**config.mk**
```make
export PLATFORM = sky130hd
export DESIGN_NAME = rv_g_regfile_arb
export DESIGN_NICKNAME = d
export VERILOG_FILES = /design/src/rtl/rv_g_pkg.sv /design/src/rtl/rr_arbiter.sv /design/src/rtl/rv_g_regfile_arb.sv
export SDC_FILE = /design/constraint.sdc
export NUM_CORES = 1
export LEC_CHECK = 0
export ABC_AREA = 1
export CAP_MARGIN = 10
export CORE_AREA = 2 2 283 285
export DETAILED_ROUTE_END_ITERATION = 10
export DIE_AREA = 0 0 285 287
export SLEW_MARGIN = 10
export SYNTH_ARGS = -nofsm -noshare
export SYNTH_HDL_FRONTEND = slang
export SYNTH_SLANG_ARGS = --single-unit
export TNS_END_PERCENT = 20
```
**constraint.sdc**
```tcl
create_clock -name clk_i -period 3 [get_ports clk_i]
set_clock_uncertainty 0.15 [all_clocks]
set_input_delay 0.6 -clock clk_i [delete_from_list [all_inputs] [get_ports clk_i]]
set_output_delay 0.6 -clock clk_i [all_outputs]
set_load 0.03 [all_outputs]
```
**src/rtl/rv_g_pkg.sv**
```systemverilog
// Shared types and helpers for the rv_g register-file front end.
package rv_g_pkg;

  // Register address: bit 5 selects the FP file, bits 4:0 the register.
  typedef logic [5:0] reg_addr_t;

  // Issue-side arbitration state.
  typedef enum logic {
    ISS_IDLE = 1'b0,
    ISS_HOLD = 1'b1
  } iss_state_t;

  // Widest request vector rr_sel can scan.
  localparam int unsigned RR_MAX = 8;

  // Round-robin pick: the first set bit of vld at or after ptr, wrapping at n.
  // Returns 0 when nothing is valid; callers qualify with |vld.
  function automatic logic [2:0] rr_sel(input logic [RR_MAX-1:0] vld,
                                        input logic [2:0]        ptr,
                                        input int unsigned       n);
    logic [2:0]  pick;
    logic        found;
    int unsigned idx;
    pick  = '0;
    found = 1'b0;
    for (int unsigned k = 0; k < RR_MAX; k++) begin
      idx = (32'(ptr) + k) % n;
      if (!found && (k < n) && vld[idx[2:0]]) begin
        pick  = idx[2:0];
        found = 1'b1;
      end
    end
    return pick;
  endfunction

endpackage

```
**src/rtl/rr_arbiter.sv**
```systemverilog
// Round-robin arbiter: owns its pointer, picks the first valid requester at
// or after it, and moves the pointer past `base` when told to advance.
module rr_arbiter
  import rv_g_pkg::*;
#(
  parameter  int unsigned N  = 4,
  localparam int unsigned IW = (N > 1) ? $clog2(N) : 1
) (
  input  logic          clk_i,
  input  logic          arst_ni,
  input  logic [N-1:0]  valid,
  input  logic          advance,
  input  logic [IW-1:0] base,
  output logic [N-1:0]  onehot,
  output logic [IW-1:0] idx,
  output logic          any,
  output logic [IW-1:0] ptr
);

  logic [RR_MAX-1:0] vld_ext;
  logic [2:0]        ptr_ext;
  logic [2:0]        pick;

  // Widen to the helper's fixed width and decode the pick.
  always_comb begin
    vld_ext          = '0;
    vld_ext[N-1:0]   = valid;
    ptr_ext          = '0;
    ptr_ext[IW-1:0]  = ptr;
    pick             = rr_sel(vld_ext, ptr_ext, N);
    any              = |valid;
    onehot           = '0;
    idx              = '0;
    for (int i = 0; i < int'(N); i++) begin
      if (any && (pick == 3'(i))) begin
        onehot[i] = 1'b1;
        idx       = IW'(i);
      end
    end
  end

  // Pointer moves to the slot after `base`, wrapping at N.
  always_ff @(posedge clk_i or negedge arst_ni) begin
    if (!arst_ni) begin
      ptr <= '0;
    end else if (advance) begin
      ptr <= (base == IW'(N - 1)) ? '0 : base + 1'b1;
    end
  end

endmodule

```
**src/rtl/rv_g_regfile_arb.sv**
```systemverilog
// Shares the regfile's single issue port among NUM_REQ requesters and its
// single write port among NUM_WB writeback sources, both round-robin.
// Handshake: a requester is served in the cycle where its valid is high and
// its grant/ready bit is high; both sides answer combinationally in that
// cycle, and a valid must stay asserted (with stable addresses) until served.
module rv_g_regfile_arb
  import rv_g_pkg::*;
#(
  parameter  int unsigned NUM_REQ     = 4,
  parameter  int unsigned NUM_WB      = 2,
  parameter  int unsigned XLEN        = 64,
  parameter  int unsigned FLEN        = 64,
  parameter  int unsigned STALL_LIMIT = 8,
  localparam int unsigned MaxLen      = (XLEN > FLEN) ? XLEN : FLEN,
  localparam int unsigned IIW         = (NUM_REQ > 1) ? $clog2(NUM_REQ) : 1,
  localparam int unsigned WIW         = (NUM_WB > 1) ? $clog2(NUM_WB) : 1,
  localparam int unsigned SW          = $clog2(STALL_LIMIT + 1)
) (
  input  logic                           clk_i,
  input  logic                           arst_ni,
  input  logic [NUM_REQ-1:0]             req_valid_i,
  input  reg_addr_t [NUM_REQ-1:0]        req_rd_addr_i,
  input  reg_addr_t [NUM_REQ-1:0]        req_rs1_addr_i,
  input  reg_addr_t [NUM_REQ-1:0]        req_rs2_addr_i,
  input  reg_addr_t [NUM_REQ-1:0]        req_rs3_addr_i,
  output logic [NUM_REQ-1:0]             req_gnt_o,
  output logic [MaxLen-1:0]              rs1_data_o,
  output logic [MaxLen-1:0]              rs2_data_o,
  output logic [MaxLen-1:0]              rs3_data_o,
  input  logic [NUM_WB-1:0]              wb_valid_i,
  input  reg_addr_t [NUM_WB-1:0]         wb_addr_i,
  input  logic [NUM_WB-1:0][MaxLen-1:0]  wb_data_i,
  output logic [NUM_WB-1:0]              wb_ready_o,
  output logic                           rf_req_o,
  output reg_addr_t                      rf_rd_addr_o,
  output reg_addr_t                      rf_rs1_addr_o,
  output reg_addr_t                      rf_rs2_addr_o,
  output reg_addr_t                      rf_rs3_addr_o,
  input  logic                           rf_gnt_i,
  input  logic [MaxLen-1:0]              rf_rs1_data_i,
  input  logic [MaxLen-1:0]              rf_rs2_data_i,
  input  logic [MaxLen-1:0]              rf_rs3_data_i,
  output logic                           rf_wr_en_o,
  output reg_addr_t                      rf_wr_addr_o,
  output logic [MaxLen-1:0]              rf_wr_data_o,
  output iss_state_t                     dbg_state_o,
  output logic [IIW-1:0]                 dbg_iss_ptr_o,
  output logic [WIW-1:0]                 dbg_wb_ptr_o
);

  iss_state_t         state_q, state_d;
  logic [IIW-1:0]     sel_q, sel_d, cur_sel;
  logic [SW-1:0]      stall_q, stall_d;
  logic               have_sel, gnt, iss_adv;
  logic [NUM_REQ-1:0] iss_onehot;
  logic [IIW-1:0]     iss_idx;
  logic               iss_any;
  logic [WIW-1:0]     wb_idx;
  logic               wb_any;

  rr_arbiter #(.N(NUM_REQ)) u_iss_arb (
    .clk_i   (clk_i),
    .arst_ni (arst_ni),
    .valid   (req_valid_i),
    .advance (iss_adv),
    .base    (cur_sel),
    .onehot  (iss_onehot),
    .idx     (iss_idx),
    .any     (iss_any),
    .ptr     (dbg_iss_ptr_o)
  );

  rr_arbiter #(.N(NUM_WB)) u_wb_arb (
    .clk_i   (clk_i),
    .arst_ni (arst_ni),
    .valid   (wb_valid_i),
    .advance (wb_any),
    .base    (wb_idx),
    .onehot  (wb_ready_o),
    .idx     (wb_idx),
    .any     (wb_any),
    .ptr     (dbg_wb_ptr_o)
  );

  // Issue FSM: next state, stall counting and regfile-facing outputs.
  always_comb begin
    cur_sel  = iss_idx;
    have_sel = iss_any;
    if (state_q == ISS_HOLD) begin
      cur_sel  = sel_q;
      have_sel = req_valid_i[sel_q];
    end
    gnt      = have_sel & rf_gnt_i;
    state_d  = state_q;
    sel_d    = sel_q;
    stall_d  = stall_q;
    iss_adv  = 1'b0;
    if (gnt) begin
      state_d = ISS_IDLE;
      stall_d = '0;
      iss_adv = 1'b1;
    end else if (have_sel) begin
      if (state_q == ISS_IDLE) begin
        sel_d = cur_sel;
        if (STALL_LIMIT <= 1) begin
          // A limit of one stall rotates straight away.
          iss_adv = 1'b1;
          stall_d = '0;
        end else begin
          state_d = ISS_HOLD;
          stall_d = SW'(1);
        end
      end else if (stall_q == SW'(STALL_LIMIT - 1)) begin
        // Blocked long enough: give the others a turn.
        state_d = ISS_IDLE;
        stall_d = '0;
        iss_adv = 1'b1;
      end else begin
        stall_d = stall_q + 1'b1;
      end
    end else begin
      // Held requester withdrew: drop back without moving the pointer.
      state_d = ISS_IDLE;
      stall_d = '0;
    end

    rf_req_o      = have_sel;
    rf_rd_addr_o  = have_sel ? req_rd_addr_i[cur_sel]  : '0;
    rf_rs1_addr_o = have_sel ? req_rs1_addr_i[cur_sel] : '0;
    rf_rs2_addr_o = have_sel ? req_rs2_addr_i[cur_sel] : '0;
    rf_rs3_addr_o = have_sel ? req_rs3_addr_i[cur_sel] : '0;
    req_gnt_o     = '0;
    if (gnt) begin
      if (state_q == ISS_IDLE) req_gnt_o = iss_onehot;
      else                     req_gnt_o[sel_q] = 1'b1;
    end
    rs1_data_o = gnt ? rf_rs1_data_i : '0;
    rs2_data_o = gnt ? rf_rs2_data_i : '0;
    rs3_data_o = gnt ? rf_rs3_data_i : '0;
  end

  // Writeback mux: one accepted source per cycle.
  always_comb begin
    rf_wr_en_o   = wb_any;
    rf_wr_addr_o = wb_any ? wb_addr_i[wb_idx] : '0;
    rf_wr_data_o = wb_any ? wb_data_i[wb_idx] : '0;
  end

  // Issue FSM state, latched selection and stall counter.
  always_ff @(posedge clk_i or negedge arst_ni) begin
    if (!arst_ni) begin
      state_q <= ISS_IDLE;
      sel_q   <= '0;
      stall_q <= '0;
    end else begin
      state_q <= state_d;
      sel_q   <= sel_d;
      stall_q <= stall_d;
    end
  end

  assign dbg_state_o = state_q;

endmodule

```
-- Word level (Yosys, flattened, before mapping)
Index checks and enable logic that the tools add are counted.
W data, S select, Z words.
- register bits: 10
- add/subtract/negate cells: 7
- magnitude comparators: 10
- eq/ne operators: 6
- mux-type cells: 74
- bitwise operators: 3
- reduce and logical (&&, ||, !) cells: 20
- operators by type and width (kind ; count):
    $mux W64 ; 6
    $mux W6 ; 11
    $bmux W6 S2 ; 4
    $mux W1 ; 32
    $mux W4 ; 6
    $lt A2 B4 Y1 const B ; 4
    $mux W3 ; 4
    $logic_and A1 B1 Y1 ; 11
    $bmux W1 S2 ; 5
    $mux W2 ; 5
    $lt A1 B4 Y1 const B ; 2
    $eq A3 B1 Y1 const B ; 2
    $eq A3 B2 Y1 const B ; 2
    $logic_not A3 Y1 ; 2
    $lt A2 B3 Y1 const B ; 2
    $add A2 B1 Y2 const B ; 2
    $add A2 B2 Y2 const B ; 2
    $add A4 B1 Y4 const B ; 1
    $eq A4 B3 Y1 const B ; 1
    $logic_not A1 Y1 ; 4
    $reduce_or A4 Y1 ; 1
    $reduce_and A3 Y1 ; 1
    $add A1 B1 Y1 const B ; 2
    $demux W1 S2 ; 1
    other kinds (6) ; 7

-- Longest topological paths before layout
Gate-level depths: netlist of the first run.
- depth after elaboration: 21
- mapped depth: 16

-- Modules after synthesis
From an unflattened synthesis of the first run, not the netlist that was laid out.
- cell total of the unflattened synthesis: 1122
- area total of the unflattened synthesis: 5023.6 µm²
- modules (own cells, without submodules) (module ; instances ; cells an instance ; area each (µm²) ; seq. area each (µm²)):
    rv_g_regfile_arb ; 1 ; 1021 ; 4463.0 ; 175.2
    rr_arbiter (u_iss_arb) ; 1 ; 89 ; 488.0 ; 50.0
    rr_arbiter (u_wb_arb) ; 1 ; 12 ; 72.6 ; 25.0

-- Worst setup path before layout of the first run
Ideal clock, no wire load.
- path type: register to output
- from: reg u_iss_arb.ptr[0]
- to: out req_gnt_o[1]
- arrival: 2.309 ns
- required time: 2.250 ns
- path slack: -0.059 ns
- stages on the path, launching flop included: 13
- path buffers: 2
- cells stage by stage: dfrtp_1 buf_6 nand2_1 nand2_2 nand2_1 nand2_2 nor2_4 nand2_1 nand2_1 o21ai_1 nand2_2 buf_4 nor3_1
- word-level cells in the longest chain between the ends: 17
- elaborated cells between the ends (all ways): 29
- classes of those cells: add/sub (3); eq/ne (1); mux (18); reduce/logical (7)
- ends and longest elaborated chain (element ; line ; RTL):
    start: declaration ; rr_arbiter.sv:17 ; output logic [IW-1:0] ptr
    start signal: assignment ; rr_arbiter.sv:47 ; ptr <= (base == IW'(N - 1)) ? '0 : base + 1'b1;
    parallel branches: the longest is 11 deep, another holds $add A2 B1 Y2 ; -- ;
    $mux W3 * ; rv_g_pkg.sv:28 ; if (!found && (k < n) && vld[idx[2:0]]) begin
    $eq A3 B1 Y1 * ; rr_arbiter.sv:35 ; if (any && (pick == 3'(i))) begin
    $logic_and A1 B1 Y1 * ; rr_arbiter.sv:35 ;
    $mux W1 * ; rr_arbiter.sv:35 ;
    $mux W4 * ; rv_g_regfile_arb.sv:134 ; if (state_q == ISS_IDLE) req_gnt_o = iss_onehot;
    $mux W4 * ; rv_g_regfile_arb.sv:133 ; if (gnt) begin
    end: declaration ; rv_g_regfile_arb.sv:26 ; output logic [NUM_REQ-1:0] req_gnt_o,
Every way passes the cells marked *. The select of a mux whose other input is x is not followed.

-- Worst setup path in the final report of the first run
- from: reg u_iss_arb.ptr[0]
- to: out rf_rs2_addr_o[3]
- word-level cells in the longest chain between the ends: 21
- elaborated cells between the ends (all ways): 37
- classes of those cells: add/sub (3); eq/ne (3); mux (22); reduce/logical (9)
- ends and longest elaborated chain (element ; line ; RTL):
    parallel branches: the longest is 11 deep, another holds $add A2 B1 Y2 ; -- ;
    $mux W3 * ; rv_g_pkg.sv:28 ;
    $eq A3 B1 Y1 ; rr_arbiter.sv:35 ;
    $logic_and A1 B1 Y1 ; rr_arbiter.sv:35 ;
    $mux W1 ; rr_arbiter.sv:35 ;
    $mux W2 ; rr_arbiter.sv:35 ;
    $mux W2 * ; rr_arbiter.sv:35 ;
    $mux W2 * ; rv_g_regfile_arb.sv:89 ; if (state_q == ISS_HOLD) begin
    $bmux W6 S2 * ; rv_g_regfile_arb.sv:130 ; rf_rs2_addr_o = have_sel ? req_rs2_addr_i[cur_sel] : '0;
    $mux W6 (implied by the code) * ; rv_g_regfile_arb.sv:130 ;
    $mux W6 * ; rv_g_regfile_arb.sv:130 ;
    end: declaration ; rv_g_regfile_arb.sv:37 ; output reg_addr_t rf_rs2_addr_o,
Marked as above.

==> results of run 1 <==
report_power, final:
part | internal (mW) | leakage, nW | switching (mW)
logic | 3.93 | 7.21 | 4.67
clock network | 0.200 | 0.0442 | 0.0617
registers | 0.171 | 0.125 | 0.0598
total | 4.30 | 7.38 | 4.79
cell families (layout without fill, tap and decap cells):
kind of cell / Yosys count / in the layout / share of synthesized area, %
DFF: 10 / 10 / 5.67
xor gates and xnor gates: 1 / 1 / 0.199
buffers and inverters: 368 / 1182 / 33.5
and+or+nand+nor: 425 / 425 / 41.8
AOI/OAI and AO/OA: 109 / 109 / 18.5
other: 0 / 7 / 0
adders and majority gates: 1 / 1 / 0.284
flip-flops by register name, summed over array words and instances (netlist names):
signal and cells:
dbg_state_o 1, sel_q 2, stall_q 4, u_iss_arb.ptr 2, u_wb_arb.ptr 1
cell type report:
class	count	area share [%]
inverter	307	7.78
clock buffer	4	0.598
sequential	10	1.70
multi-input combinational	536	20.5
tap	1050	8.85
timing repair buffer	871	60.4
antenna	7	0.118
through the flow:
step / hold slack (ns) / setup slack (ns) / std cells / util, % / power (mW)
6_report: 0.365 / -0.360 / 2785 / 18.9 / 9.09
5_1_grt: 0.391 / -0.504 / 2781 / 18.9 / 9.69
4_1_cts: 0.360 / -0.363 / 2765 / 18.7 / 8.86
3_5_place_dp: 0.347 / -1.13 / 2731 / 17.5 / 7.42
3_3_place_gp: 0.347 / -1.10 / 2731 / 17.5 / 7.43
2_1_floorplan: 0.154 / -0.0340 / 914 / - / 3.75
layout by cell type (no fill, tap or decap), drive strengths merged:
master,n
a211oi,1
a21boi,1
a21oi,28
a22o,70
a31oi,1
and3,1
buf,339
clkbuf,18
clkdlybuf4s15,71
clkdlybuf4s50,436
dfrtp,10
diode,7
dlygate4sd2,11
ha,1
inv,307
nand2,75
nand3,135
nand4,1
nor2,205
nor3,5
nor4,2
o21ai,8
or2,1
xor2,1
per-layer routing:
metal	global-route usage, %	vias up
li1	-	4353
met2	18.6	460
met3	4.54	37
met1	13.8	3964
met4	1.22	14
met5	0	-
how the worst max path moves through the flow:
stage	start	end	slack, ns
4_1_cts	u_iss_arb.ptr[0]	rf_rd_addr_o[4]	-0.36
2_1_floorplan	u_iss_arb.ptr[0]	req_gnt_o[2]	-0.03
3_3_place_gp	req_valid_i[1]	rf_rs1_addr_o[4]	-1.10
3_5_place_dp	req_valid_i[2]	rf_rs1_addr_o[4]	-1.13
5_1_grt	u_iss_arb.ptr[0]	rf_rs2_addr_o[0]	-0.50
6_report	u_iss_arb.ptr[0]	rf_rs2_addr_o[3]	-0.36
timing repair:
action                     CTS  global route
setup endpoints to repair  222           220
pin swaps                   44             7
setup buffers               26             9
hold endpoints to repair     0             0
gates resized for setup    487           162
cloned                       5             4
hold buffers                 0             0
==> results.cfg, run 1 <==
[final_layout]
drive_above_1_share_pct = 29.9
syn2layout_area_growth_pct = 237
seq_area_um2 = 253
multiInputGateArea_mm2 = 0.00305
final_area_mm2 = 0.0148
fill_cells = 8847
num-nets-final = 2167

[outcome]
violations = setup timing
outcome = complete, but fails checks

[place]
dp_hpwl_um = 42200
buffer_ports.inserted = 734
postPlaceCellArea_mm2 = 0.0138
gp_congestion = 0.896

[pwr]
p_per_area_mw_per_mm2 = 612
ir_worst_vdd_mv = 0.291
leakage_nw = 7.38

[route]
avgViaCountPerCell = 3.17
drtIter0Drc = 264
wl_met1_um = 20500
vias = 8828
met2WireLength_um = 23000
wl_per_cell_um = 17.7
route.detailed.drc = 0
dr_wl_met3_um = 5200
drtAntennaViolNets = 0
routed_wl_um = 49300
routed.top_layer = met5
dr.pass1.iters = 5

[worst_setup_path]
path_cells = inv_4 > nand2_1 > nand2_1 > nand2_1 > nand2_2 > nor2_4 > buf_4 > nand2_2 > nand2_2 > nor2_4 > nand2_2 > o21ai_4 > buf_8 > buf_12 > nand3_2 > a21oi_1 > buf_4
worstSetupEndpointType = output port
cp_max_fo = 8
regToRegSetupSlack_ns = 0.27
reg2reg_from = u_iss_arb.ptr[0]
cp_top_family = simple AND/OR/NAND/NOR gates
worstPathArrival_ns = 2.61
crit_slowest_cell = dfrtp_2
worstSetupPathType = reg -> out
worst-r2r-cell-count = 17
start_kind = flip-flop
crit_top_cell = nand2_2
r2r_end = u_iss_arb.ptr[1]
slowest_delay_ns = 0.48
worst-path-stages = 17
worst_ep_required_time_ns = 2.25
crit_buf_inv = 5

[yosys]
synth_warnings = 0
yosysTopAreaCell = inv_1
synth.most_common_cell = inv_1
ys_types = 31
avgSynthCellArea_um2 = 4.83
syn-instance-count = 914
netlist_area_mm2 = 0.00441
synth_nets = 1352
yosys.area.top_type_share_pct = 25.8
ys_seq_area_share_pct = 5.67
async_reset_ff_share_pct = 100
synth-main-ff-cell = dfrtp_1
synth_seq_cells = 10
yosys-top-cells-count = inv_1, nor2_1, nand3_1, a22o_1, nand2_1
synth_edf_count = 0
synth_area_leaders = inv_1, nor2_1, nand3_1

[global_route]
grt_pass1_wl_um = 65500
gr-total-overflow = 0
antenna_found_initial = 24
grt_pass1_vias = 8979
grt_util_all_layers_pct = 11.1
grt_start_max_net_pins = 71

[job]
cap_violations = 0

[hold_path]
holdCritPathClass = reg -> reg
min_from = stall_q[0]
worstHoldPathCells = 1
hold_path_end = stall_q[0]

[sta]
slew_headroom_pct = 58.9
finalCriticalPeriod_ns = 3.36
hold_viol_final = 0
fin_crit_sh_pct = 112
fmax_mhz = 298
drv_slew = 0
setup_viol = 103
fin_ws_ns = -0.360
tns_ns = -15.20
rsz0062_at_grt = true
worst_pin_slew_ns = 0.617

[cts]
cts_tree = built
cts_buffers = 3
cts_buffer_depth = 2
clk_pin_slew_worst_paths_ns = 0.04
cts_root_buf = clkbuf_16
clock_latency_ns = 0.24
cts_max_level = 1
clock-sinks = 10

[floorplan]
die_h_um = 287
pin_count = 735
die_w_um = 285
row_count = 103
core_area_mm2 = 0.0786
die_area_mm2 = 0.0818
initial_core_util_pct = 5.61
Power figures use the tool's default switching activity.
==> run 2: changes to the inputs <==
--- a/config.mk
+++ b/config.mk
@@ -10,6 +10,7 @@
 export CORE_AREA = 2 2 283 285
 export DETAILED_ROUTE_END_ITERATION = 10
 export DIE_AREA = 0 0 285 287
+export RECOVER_POWER = 25
 export SLEW_MARGIN = 10
 export SYNTH_ARGS = -nofsm -noshare
 export SYNTH_HDL_FRONTEND = slang
==> run 2 against run 1 <==
Against the previous run:
- the flow still finishes with violations (setup timing)
- first-iteration DRC count did not move
- hold slack barely moved
- final area barely moved
- sequential share of layout area barely moved
- register-to-register slack barely moved
- critical path type unchanged
==> results.cfg, run 2 (same netlist as run 1, synthesis figures left out) <==
[pwr]
leakage_nw = 7.38
clockPowerShare_pct = 2.9
power.internal_mw = 4.30
share_comb_of_total_power_pct = 94.6
swShare_pct = 52.7
seqPwrFrac_pct = 2.5
power_switching_mw = 4.79
p_per_area_mw_per_mm2 = 612
ir_worst_vdd_mv = 0.291

[cts]
cts_buffer_depth = 2
clock-sinks = 10
cts_buffers = 3
cts_tree = built
clk_pin_slew_worst_paths_ns = 0.04
cts_root_buf = clkbuf_16
cts_hold_buf = 0
cts_max_level = 1
clock_latency_ns = 0.24

[floorplan]
row_count = 103
initial_core_util_pct = 5.61
die_area_mm2 = 0.0818
pin_count = 735
core_area_mm2 = 0.0786
die_h_um = 287
die_w_um = 285

[sta]
fin_ws_ns = -0.359
slew_headroom_pct = 58.9
worst_pin_slew_ns = 0.617
finalCriticalPeriod_ns = 3.36
whs_ns = 0.365
setup_viol = 181
hold_viol_final = 0
fmax_mhz = 298
fin_crit_sh_pct = 112
drv_slew = 0
rsz0062_at_grt = true

[route]
drtAntennaViolNets = 0
routed_wl_um = 49300
dr.pass1.iters = 5
avgViaCountPerCell = 3.17
route.detailed.drc = 0
drtIter0Drc = 264
wl_per_cell_um = 17.7
vias = 8832

[final_layout]
final_common_cell = clkdlybuf4s50_1
top_register = stall_q
num-nets-final = 2167
largestRegisters = stall_q: 4 flops, sel_q: 2 flops, u_iss_arb.ptr: 2 flops
drive_above_1_share_pct = 29.9
final_cell_mix = clkdlybuf4s50_1, inv_1, nor2_1
syn2layout_area_growth_pct = 236
largest_register_ffs = 4

[global_route]
grt_pass1_vias = 8979
grt_start_max_net_pins = 71
gr-total-overflow = 0
grt_util_all_layers_pct = 11.1
antenna_found_initial = 24
grt_pass1_wl_um = 65500

[worst_setup_path]
cp_max_fo = 8
worstPathArrival_ns = 2.61
worstSetupPathType = reg -> out
worstSetupEndpointType = output port
worst_ep_required_time_ns = 2.25
crit_start = u_iss_arb.ptr[0]
start_kind = flip-flop
reg2reg_from = u_iss_arb.ptr[0]

[hold_path]
min_from = stall_q[0]
holdCritPathClass = reg -> reg

[outcome]
violations = setup timing
outcome = complete, but fails checks

[place]
dp_hpwl_um = 42200
buffer_ports.inserted = 734
dp_slack_ns = -1.13
gp_congestion = 0.896

[job]
cap_violations = 0
run 2: final timing paths:
kind                                         end  cells after the start  slack (ns)
worst max-delay path            rf_rs2_addr_o[3]                     17       -0.36
worst min-delay path                  stall_q[0]                      1        0.37
worst max register to register  u_iss_arb.ptr[1]                     17        0.27
worst min register to register        stall_q[0]                      1        0.37
max in group asynchronous       u_iss_arb.ptr[0]                      1        1.71
min in group asynchronous             stall_q[0]                      1        0.62
run 2: repair_timing:
item / in CTS / in global routing
endpoints found under the setup margin: 222 / 220
cloned: 5 / 4
pin swaps: 44 / 7
gates resized for setup: 487 / 162
setup buffers: 26 / 9
run 2: layer usage:
layer  routed length [µm]  GRT usage (%)  vias up
met5                   93              0        -
met2                23000           18.6      462
met3                 5200           4.54       37
met1                20500           13.8     3966
met4                  482           1.22       14
li1                     -              -     4353
run 2: metrics by stage:
stage	TNS, ns	utilization, %	instance area, µm²	total power [mW]	instances
2_1_floorplan	-0.0340	-	4420	3.75	914
3_3_place_gp	-164.43	17.5	13800	7.43	2731
3_5_place_dp	-167.21	17.5	13800	7.42	2731
4_1_cts	-36.52	18.7	14700	8.86	2765
5_1_grt	-54.73	18.9	14800	9.68	2781
6_report	-29.21	18.9	14800	9.09	2785
run 2: final cells by class:
type                       instances  area [µm²]
fill                            8848       63800
timing repair buffer             871        8960
multi-input combinational        536        3050
tap                             1050        1310
inverter                         307        1150
sequential                        10         253
clock buffer                       4        88.8
antenna                            7        17.5
run 2: power by group through the flow:
| stage | sequential, mW | clock, mW | combinational, mW |
|---|---|---|---|
| after floorplan | 0.237 | 0 | 3.51 |
| after global placement | 0.225 | 0 | 7.20 |
| after detailed placement | 0.225 | 0 | 7.20 |
| after CTS | 0.229 | 0.264 | 8.37 |
| after global routing | 0.237 | 0.273 | 9.17 |
| final | 0.231 | 0.262 | 8.60 |
run 2: critical path, cell delays in order, from the launching register on:
cell,delay (ns)
dfrtp_2,0.48
inv_4,0.13
nand2_1,0.06
nand2_1,0.09
nand2_1,0.07
nand2_2,0.12
nor2_4,0.05
buf_4,0.13
nand2_2,0.05
nand2_2,0.09
nor2_4,0.14
nand2_2,0.08
o21ai_4,0.11
buf_8,0.18
buf_12,0.14
nand3_2,0.08
a21oi_1,0.16
buf_4,0.18
==> run 3: changes to the inputs <==
--- a/config.mk
+++ b/config.mk
@@ -11,6 +11,7 @@
 export DETAILED_ROUTE_END_ITERATION = 10
 export DIE_AREA = 0 0 285 287
 export RECOVER_POWER = 25
+export REMOVE_ABC_BUFFERS = 1
 export SLEW_MARGIN = 10
 export SYNTH_ARGS = -nofsm -noshare
 export SYNTH_HDL_FRONTEND = slang
==> run 3 against run 2 <==
Against the previous run:
- the run still ends with setup timing left
- global-route usage decreased by 0.22 points
- hold slack got worse by 0.0096 ns
- sequential share of layout area about the same
- largest power group unchanged
==> results.cfg, run 3 (same netlist as run 1, synthesis figures left out) <==
[pwr]
leakage_nw = 7.26
p_per_area_mw_per_mm2 = 637
total_power_mw = 9.25
ir_worst_vdd_mv = 0.665

[global_route]
gr-total-overflow = 0
grt_pass1_vias = 8681
grt_util_all_layers_pct = 10.9
grt_pass1_wl_um = 63600
grt_start_max_net_pins = 69
antenna_found_initial = 18

[cts]
cts_tree = built
cts_hold_buf = 0
clock-sinks = 10
cts_buffer_depth = 2
cts_buffers = 3
cts_root_buf = clkbuf_16
clock_latency_ns = 0.25
cts_max_level = 1
clk_pin_slew_worst_paths_ns = 0.05

[final_layout]
largestRegisters = stall_q: 4 flops, sel_q: 2 flops, u_iss_arb.ptr: 2 flops
num-nets-final = 2155
final_util_pct = 18.5
drive_above_1_share_pct = 32.2
largest_register_ffs = 4
final_cell_mix = clkdlybuf4s50_1, inv_1, buf_4
top_register = stall_q
final_common_cell = clkdlybuf4s50_1
fill_cells = 8963
syn2layout_area_growth_pct = 230

[outcome]
outcome = complete, but fails checks
violations = setup timing

[floorplan]
initial_core_util_pct = 5.61
pin_count = 735
die_area_mm2 = 0.0818
row_count = 103
core_area_mm2 = 0.0786
die_w_um = 285
die_h_um = 287

[worst_setup_path]
worstSetupEndpointType = output port
start_kind = flip-flop
r2r_end = u_iss_arb.ptr[1]
regToRegSetupSlack_ns = 0.58
cp_max_fo = 7
worstSetupPathType = reg -> out
crit_start = u_iss_arb.ptr[0]
worstPathArrival_ns = 2.48
worst-r2r-cell-count = 18
reg2reg_from = u_iss_arb.ptr[0]
worst_ep_required_time_ns = 2.25
endpoint = rf_rs3_addr_o[2]

[place]
gp_congestion = 0.815
dp_hpwl_um = 40900
buffer_ports.inserted = 734

[route]
vias = 8786
avgViaCountPerCell = 3.17
drtIter0Drc = 279
route.detailed.drc = 0
drtAntennaViolNets = 0
dr.pass1.iters = 4
wl_per_cell_um = 17.8
routed_wl_um = 49300

[sta]
setup_viol = 56
whs_ns = 0.355
fin_crit_sh_pct = 108
fin_ws_ns = -0.235
rsz0062_at_grt = true
worst_pin_slew_ns = 0.604
finalCriticalPeriod_ns = 3.23
slew_headroom_pct = 59.7
hold_viol_final = 0
tns_ns = -6.01
drv_slew = 0
fmax_mhz = 309

[job]
cap_violations = 0

[hold_path]
holdCritPathClass = reg -> reg
worstHoldPathCells = 1
## run 3: final cells by class
cell class | count | area [µm²] | share of cell area (%)
inverters | 307 | 1170 | 8.03
well taps | 1050 | 1310 | 9.04
clock buffers | 4 | 88.8 | 0.611
diodes | 3 | 7.51 | 0.0516
flip-flops and latches | 10 | 253 | 1.74
multi-input cells | 537 | 3270 | 22.5
repair buffers | 858 | 8430 | 58.0
## run 3: timing repair
| item | CTS | global route |
|---|---|---|
| pin swaps | 18 | 28 |
| buffers inserted | 9 | 21 |
| cloned | 3 | 5 |
| setup endpoints to repair | 221 | 184 |
| resized for setup | 405 | 226 |
## run 3: critical path, cell delays in order (launching register included)
cell,delay [ns]
dfrtp_2,0.44
buf_6,0.15
nand2_2,0.08
nand2_2,0.07
nand2_4,0.09
nand2_4,0.07
nor2_4,0.14
nand2_4,0.09
nor2_4,0.13
o21ai_2,0.07
nand2_2,0.16
buf_12,0.17
buf_4,0.13
nand3_1,0.10
a21oi_2,0.19
buf_6,0.15
## run 3: layer usage
layer | vias to the layer above | wire length (µm) | GRT usage, % | part of all wire, %
met3 | 63 | 4520 | 3.83 | 9.2
li1 | 4331 | - | - | -
met2 | 423 | 24600 | 19.4 | 50
met4 | 16 | 1310 | 3.23 | 2.7
met1 | 3953 | 18800 | 12.2 | 38
met5 | - | 98 | 0 | 0.20
## run 3: metrics by stage
stage,worst slack [ns],cells,instance area [µm²]
after floorplan,-2.05,853,4090
after global placement,-0.845,2728,13300
after detailed placement,-0.870,2728,13300
after CTS,-0.224,2744,13800
after global routing,-0.349,2768,14500
final,-0.235,2769,14500
## run 3: worst min path at each step
stage / from / endpoint / slack [ns]
2_1_floorplan: arst_ni / dbg_state_o / 0.15
3_3_place_gp: stall_q[0] / stall_q[0] / 0.34
3_5_place_dp: stall_q[0] / stall_q[0] / 0.35
4_1_cts: stall_q[0] / stall_q[0] / 0.35
5_1_grt: stall_q[0] / stall_q[0] / 0.38
6_report: stall_q[0] / stall_q[0] / 0.36
## run 3: power breakdown
part / internal (mW) / switching (mW) / leakage [nW]
clock network: 0.202 / 0.0770 / 0.0442
registers: 0.171 / 0.0503 / 0.125
logic: 3.95 / 4.80 / 7.09
